## config.mk

```make
export PLATFORM = sky130hd
export DESIGN_NAME = pipe_stage_reg
export DESIGN_NICKNAME = d
export VERILOG_FILES = /design/src/rtl/pipe_stage_reg.sv
export SDC_FILE = /design/constraint.sdc
export NUM_CORES = 1
export LEC_CHECK = 0
export ABC_AREA = 1
export BUFFER_PORTS_ARGS = -buffer_cell sky130_fd_sc_hd__buf_2
export CORE_AREA = 2 2 132 134
export CTS_BUF_LIST = sky130_fd_sc_hd__clkbuf_16
export DETAILED_ROUTE_END_ITERATION = 7
export DIE_AREA = 0 0 134 136
export GPL_ROUTABILITY_DRIVEN = 0
export PLACE_DENSITY = 0.73
export RECOVER_POWER = 100
export SKIP_CTS_REPAIR_TIMING = 1
export SKIP_LAST_GASP = 1
export SLEW_MARGIN = 5
export SYNTH_ARGS = -nofsm -noshare
export SYNTH_HDL_FRONTEND = slang
export SYNTH_SLANG_ARGS = --single-unit
```

## constraint.sdc

```tcl
create_clock -name clk -period 14.35 [get_ports clk]
set_input_delay 2.1525 -clock clk [delete_from_list [all_inputs] [get_ports clk]]
set_output_delay 2.1525 -clock clk [all_outputs]
set_load 0.05 [all_outputs]
```

## src/rtl/pipe_stage_reg.sv

```systemverilog
// -----------------------------------------------------------------------------
// pipe_stage_reg
//   One pipeline register slot between two processor stages. It carries a
//   valid bit, the PC, an opaque payload (instruction/operands/immediate) and
//   the Tnew hazard field, and keeps a count of how long a real instruction
//   has been held by a stall.
//
//   Per-edge priority: flush > hold (en=0) > load (en=1).
//
// Ports
//   clk        in   sole clock, rising edge
//   reset      in   asynchronous, active-high reset
//   en         in   load enable; 0 = stall (hold current contents)
//   flush      in   insert a bubble; overrides en
//   valid_in   in   upstream slot holds a real instruction
//   pc_in      in   upstream PC (32)
//   data_in    in   upstream payload (DATA_W)
//   tnew_in    in   upstream Tnew (TNEW_W)
//   valid_out  out  registered valid
//   pc_out     out  registered PC
//   data_out   out  registered payload
//   tnew_out   out  registered Tnew
//   stall_cnt  out  consecutive cycles a valid instruction has been held
// -----------------------------------------------------------------------------
module pipe_stage_reg #(
   parameter int unsigned DATA_W   = 128,
   parameter int unsigned TNEW_W   = 2,
   parameter int unsigned CNT_W    = 8,
   parameter logic [31:0] RESET_PC = 32'h0000_3000,
   parameter int unsigned KEEP_PC  = 1,
   parameter int unsigned DEC_TNEW = 1
) (
   input  logic              clk,
   input  logic              reset,
   input  logic              en,
   input  logic              flush,
   input  logic              valid_in,
   input  logic [31:0]       pc_in,
   input  logic [DATA_W-1:0] data_in,
   input  logic [TNEW_W-1:0] tnew_in,
   output logic              valid_out,
   output logic [31:0]       pc_out,
   output logic [DATA_W-1:0] data_out,
   output logic [TNEW_W-1:0] tnew_out,
   output logic [CNT_W-1:0]  stall_cnt
);

   logic              valid_q, valid_d;
   logic [31:0]       pc_q,    pc_d;
   logic [DATA_W-1:0] data_q,  data_d;
   logic [TNEW_W-1:0] tnew_q,  tnew_d;
   logic [CNT_W-1:0]  cnt_q,   cnt_d;

   logic [TNEW_W-1:0] tnew_dec;
   logic              cnt_sat;

   // Tnew ages by one stage when it crosses this register; it never wraps
   // below zero because a result that is already available stays available.
   always_comb begin
      tnew_dec = tnew_in;
      if (DEC_TNEW != 0) begin
         if (tnew_in != '0) tnew_dec = tnew_in - TNEW_W'(1);
         else               tnew_dec = '0;
      end
   end

   assign cnt_sat = (cnt_q == {CNT_W{1'b1}});

   always_comb begin
      valid_d = valid_q;
      pc_d    = pc_q;
      data_d  = data_q;
      tnew_d  = tnew_q;
      cnt_d   = cnt_q;

      if (flush) begin
         // A bubble still tracks the PC so an exception taken here can
         // report a meaningful EPC.
         valid_d = 1'b0;
         pc_d    = (KEEP_PC != 0) ? pc_in : 32'h0;
         data_d  = '0;
         tnew_d  = '0;
         cnt_d   = '0;
      end else if (!en) begin
         // Hold: only the stall counter moves, and only for a real
         // instruction; an empty slot never accumulates stall time.
         if (valid_q) begin
            if (!cnt_sat) cnt_d = cnt_q + CNT_W'(1);
         end else begin
            cnt_d = '0;
         end
      end else begin
         valid_d = valid_in;
         pc_d    = pc_in;
         cnt_d   = '0;
         if (valid_in) begin
            data_d = data_in;
            tnew_d = tnew_dec;
         end else begin
            // An empty slot carries no payload or hazard information.
            data_d = '0;
            tnew_d = '0;
         end
      end
   end

   always_ff @(posedge clk or posedge reset) begin
      if (reset) begin
         valid_q <= 1'b0;
         pc_q    <= RESET_PC;
         data_q  <= '0;
         tnew_q  <= '0;
         cnt_q   <= '0;
      end else begin
         valid_q <= valid_d;
         pc_q    <= pc_d;
         data_q  <= data_d;
         tnew_q  <= tnew_d;
         cnt_q   <= cnt_d;
      end
   end

   assign valid_out = valid_q;
   assign pc_out    = pc_q;
   assign data_out  = data_q;
   assign tnew_out  = tnew_q;
   assign stall_cnt = cnt_q;

endmodule

```

Word level (Yosys, flattened, before mapping)
Index checks and enable logic that the tools add are counted.
{"block": "op_classes", "n_addsub": 2, "eq_ne": 2, "mux": 15, "reduce_logical": 2}
{"cell": "128-bit 2-to-1 mux", "count": 3}
{"cell": "32-bit 2-to-1 mux", "count": 2}
{"cell": "8-bit 2-to-1 mux", "count": 4}
{"cell": "8-bit by 1-bit adder with 8-bit output (second input constant)", "count": 1}
{"cell": "8-bit == test (second input constant)", "count": 1}
{"cell": "2-bit 2-to-1 mux", "count": 4}
{"cell": "4-bit inequality test (second input constant)", "count": 1}
{"cell": "2-bit nonzero test", "count": 2}
{"cell": "1-bit 2-to-1 mux", "count": 2}
{"cell": "2-bit by 1-bit subtractor with 2-bit output (second input constant)", "count": 1}
{"block": "totals", "ff_bits": 171, "elab_cells": 26}

Longest topological paths before layout
{"block": "logic_depth", "depth_word": 5, "depth_mapped": 7, "mapped_depth_nobuf": 7}

Worst setup path after synthesis
Ideal clock, no wire load.
{"block": "synth_timing", "path_type": "input port to flip-flop", "start": "in flush", "end": "reg tnew_q[0], in the netlist tnew_out[0]", "setup_ns": 0.095, "arrival_time_ns": 2.791, "t_required_ns": 14.255, "path_slack_ns": 11.464, "stages": 6, "cell_sequence": "nor2_2 buf_6 buf_8 buf_6 nand2_1 o31ai_1"}
{"block": "synth_between", "elab_chain_len": 1, "elab_cells_between_ends": 2, "classes_between": "mux: 1; reduce/logical: 1"}
{"item": "start, declared", "line": "36", "text": "input logic flush,"}
{"item": "2-bit 2-to-1 mux or 2-bit nonzero test (tied branches)"}
{"item": "end signal, assigned", "line": "118", "text": "tnew_q <= tnew_d;"}
{"item": "end, declared", "line": "51", "text": "logic [TNEW_W-1:0] tnew_q, tnew_d;"}
Several ways; a longest one is shown, not always the timed one.
A chain may end at the register's enable or synchronous reset.

Worst setup path after layout
{"block": "layout_timing", "start": "in flush", "end": "reg cnt_q[1], in the netlist stall_cnt[1]"}
{"block": "layout_between", "elab_chain_len": 1, "elab_cells_between_ends": 2, "classes_between": "eq/ne: 1; mux: 1"}
{"item": "4-bit inequality test (no line) or 8-bit 2-to-1 mux (tied branches)"}
{"item": "end signal, assigned", "line": "119", "text": "cnt_q <= cnt_d;"}
{"item": "end, declared", "line": "52", "text": "logic [CNT_W-1:0] cnt_q, cnt_d;"}
Several ways; a longest one is shown, not always the timed one.

==> results.py <==
metrics = {
    "timing": {
        "final_cycle_utilization_of_the_critical_path_pct": 43.11,
        "timing.final.setup_violations": 0,
        "worst_clock_skew_ps": 4.073,
        "rsz0062_at_grt": "false",
        "final-max-slew-violation-count": 392,
        "hold_violations": 0,
        "timing.setup.tns_ps": 0,
        "slew-limit-headroom_pct": -160.8,
        "fin_ws_ps": 8163,
        "worst_slew_pin_slew_ps": 3891,
        "timing.fmax_mhz": 161.6,
        "minimum_period_implied_by_the_final_worst_setup_slack_ps": 6187,
    },
    "power": {
        "switchingPower_mw": 0.3459,
        "worst_ir_drop_vdd_v": 0.00008022,
        "cellPowerDensity_nw_per_um2": 128.5,
        "p_seq_share_pct": 44.9,
        "power.clock.fraction_pct": 40.9,
        "power.share.switching_pct": 30.08,
        "internal_power_mw": 0.8038,
        "leakagePower_nw": 4.833,
        "power.combinational.fraction_pct": 14.2,
        "report.power.total_mw": 1.150,
    },
    "placement": {
        "placedInstanceArea_sq_um": 8667,
        "portBuffers": 337,
        "place_hpwl_microns": 12650,
        "pre_cts_slack_ps": 10300,
    },
    "logic_synthesis": {
        "synthesis.instances": 759,
        "post_synth.cell_area_avg_sq_um": 9.083,
        "netlist-cell-type-count": 22,
        "net_count_after_synthesis": 927,
        "syn-cell-area_sq_um": 6894,
        "yosys_register_bits": 171,
        "synth-warning-count": 0,
        "yosysSeqAreaShare_pct": 62.11,
    },
    "finish": {
        "commonest_non_fill_non_tap_cells_in_the_layout": "sky130_fd_sc_hd__nand2_1 (250), sky130_fd_sc_hd__clkbuf_1 (175), sky130_fd_sc_hd__dfrtp_1 (169), sky130_fd_sc_hd__buf_2 (165), sky130_fd_sc_hd__inv_1 (143)",
        "final_common_cell": "sky130_fd_sc_hd__nand2_1",
        "area_growth_pct": 29.75,
        "nFillCells": 1695,
        "num-nets-final": 1252,
        "finalCoreUtilization_pct": 53.00,
        "design_area_sq_um": 8945,
        "num_antenna_cells": 0,
        "layout-drive-gt1-share_pct": 18.51,
    },
    "floorplanning": {
        "floorplan.initialDensity_pct": 40.85,
        "coreArea_sq_um": 16880,
        "ios": 338,
        "die_area_sq_um": 18220,
        "die_x_extent_microns": 134,
        "die_height_microns": 136,
        "fp-row-count": 48,
    },
    "route": {
        "ant_nets": 0,
        "finalWirelength_microns": 17780,
        "drc_errors": 0,
        "drt-wirelength-per-cell_microns": 13.45,
        "vias": 5917,
        "viasPerCell": 4.476,
        "drt_first_iter_violations": 217,
        "drt_pre_antenna_iters": 4,
    },
    "flow_run": {
        "max_cap_viol_count": 5,
    },
    "critical_path": {
        "critical_path.reg2reg.startpoint": "valid_out",
        "timing.critical_path.from": "flush",
        "crit_fanout": 91,
        "critPathRequiredTime_ps": 14650,
        "crit_path_dat_ps": 6490,
        "regToRegSetupSlack_ps": 12820,
        "worst-setup-path-type": "in -> reg",
        "end_kind": "flip-flop",
        "setup.worst_path.start_class": "input pin",
    },
    "clock_network": {
        "clk_path_buf_depth": 2,
        "cts-root-buf": "sky130_fd_sc_hd__clkbuf_16",
        "cts.htree.levels": 4,
        "clock_transition_at_the_registers_of_the_reported_paths_ps": 70,
        "clock-sinks": 171,
        "tritoncts_clock_tree": "yes",
        "insertion_delay_ps": 420,
        "cts_made_buffers": 17,
    },
    "global_routing": {
        "globalRoute.totalOverflow": 0,
        "grt_start_max_net_pins": 92,
        "grt.total_usage_pct": 19.20,
        "first_global_vias": 5747,
        "initial_antenna_violation_count": 1,
        "first_pass_grt_wire_length_microns": 27670,
    },
    "status": {
        "violations": "max-capacitance violations, max-slew violations",
        "result_of_the_run": "finished with violations",
    },
    "worst_hold_path": {
        "hold_start": "pc_out[13]",
        "worst_hold_path_type": "reg -> reg",
    },
}
[final timing paths]
| check | to | cells after the start |
|---|---|---|
| worst max-delay path | stall_cnt[1] | 8 |
| worst min-delay path | pc_out[13] | 2 |
| worst max register to register | stall_cnt[1] | 5 |
| worst min register to register | pc_out[13] | 2 |
| max in group asynchronous | data_out[93] | 3 |
| min in group asynchronous | data_out[115] | 2 |
[kinds of logic after synthesis]
group | Yosys count | share of synthesized area [%]
compound gates | 136 | 11.00
fa+ha+maj | 1 | 0.1815
buf+inv | 178 | 11.31
flops | 171 | 62.11
simple gates | 273 | 15.41
[power by group through the flow]
stage | logic, mW | registers, mW | clock network [mW]
2_1_floorplan | 0.0436 | 0.600 | 0
3_3_place_gp | 0.174 | 0.523 | 0
3_5_place_dp | 0.175 | 0.523 | 0
4_1_cts | 0.175 | 0.515 | 0.481
5_1_grt | 0.176 | 0.518 | 0.501
6_report | 0.164 | 0.516 | 0.470
[registers in the layout (all words and copies together) (netlist names)]
name       cells
stall_cnt      8
pc_out        32
valid_out      1
data_out     128
tnew_out       2
[critical path, cell delays in order]
cell	delay (ps)
sky130_fd_sc_hd__clkbuf_1	110
sky130_fd_sc_hd__nor2_4	110
sky130_fd_sc_hd__clkbuf_1	2600
sky130_fd_sc_hd__nand2_1	640
sky130_fd_sc_hd__nor2_1	420
sky130_fd_sc_hd__nand3_1	260
sky130_fd_sc_hd__nand2_1	110
sky130_fd_sc_hd__nand2_1	60
[metal layers]
metal | track usage (%) | vias up | share of wire [%]
met5 | 0 | - | 0
met4 | 9.515 | 0 | 3.2
met3 | 6.189 | 40 | 7.6
met2 | 32.19 | 241 | 48
met1 | 22.25 | 2701 | 41
li1 | - | 2935 | -
[synth_stat cells]
library cell,number,area (sq um)
sky130_fd_sc_hd__nor2_4,1,11.26
sky130_fd_sc_hd__clkbuf_1,4,15.01
sky130_fd_sc_hd__nand2_1,249,934.7
sky130_fd_sc_hd__inv_2,1,3.750
sky130_fd_sc_hd__dfstp_2,2,52.55
sky130_fd_sc_hd__dfrtp_1,169,4229
sky130_fd_sc_hd__o21ai_0,37,185.2
sky130_fd_sc_hd__nand2_2,1,6.260
sky130_fd_sc_hd__nor2_2,1,6.260
sky130_fd_sc_hd__ha_1,1,12.51
sky130_fd_sc_hd__a21oi_1,4,20.02
sky130_fd_sc_hd__buf_8,1,15.01
sky130_fd_sc_hd__o21ai_1,74,370.4
sky130_fd_sc_hd__buf_2,20,100.1
sky130_fd_sc_hd__nand3_2,2,20.02
sky130_fd_sc_hd__o31ai_1,1,7.510
sky130_fd_sc_hd__o21ai_2,20,175.2
sky130_fd_sc_hd__nand3_1,6,30.03
sky130_fd_sc_hd__buf_6,10,112.6
sky130_fd_sc_hd__nand4_1,2,12.51
sky130_fd_sc_hd__nor2_1,11,41.29
sky130_fd_sc_hd__inv_1,142,533.0
[final cells by class]
class,count,area (sq um),share of cell area (%)
tap,225,281.5,3.147
multi-input combinational,410,1750,19.57
sequential,171,4282,47.87
clock buffer,17,425.4,4.756
clock inverter,15,177.7,1.986
inverter,143,538.0,6.015
timing repair buffer,341,1490,16.66
[per-stage QoR]
stage	std cells	hold WS (ps)
final	1322	479.1
after global routing	1322	491.1
after CTS	1322	476.9
after detailed placement	1290	462.4
after global placement	1290	455.5
after floorplan	759	576.3
Note: power is estimated with default switching activity, not from simulation.
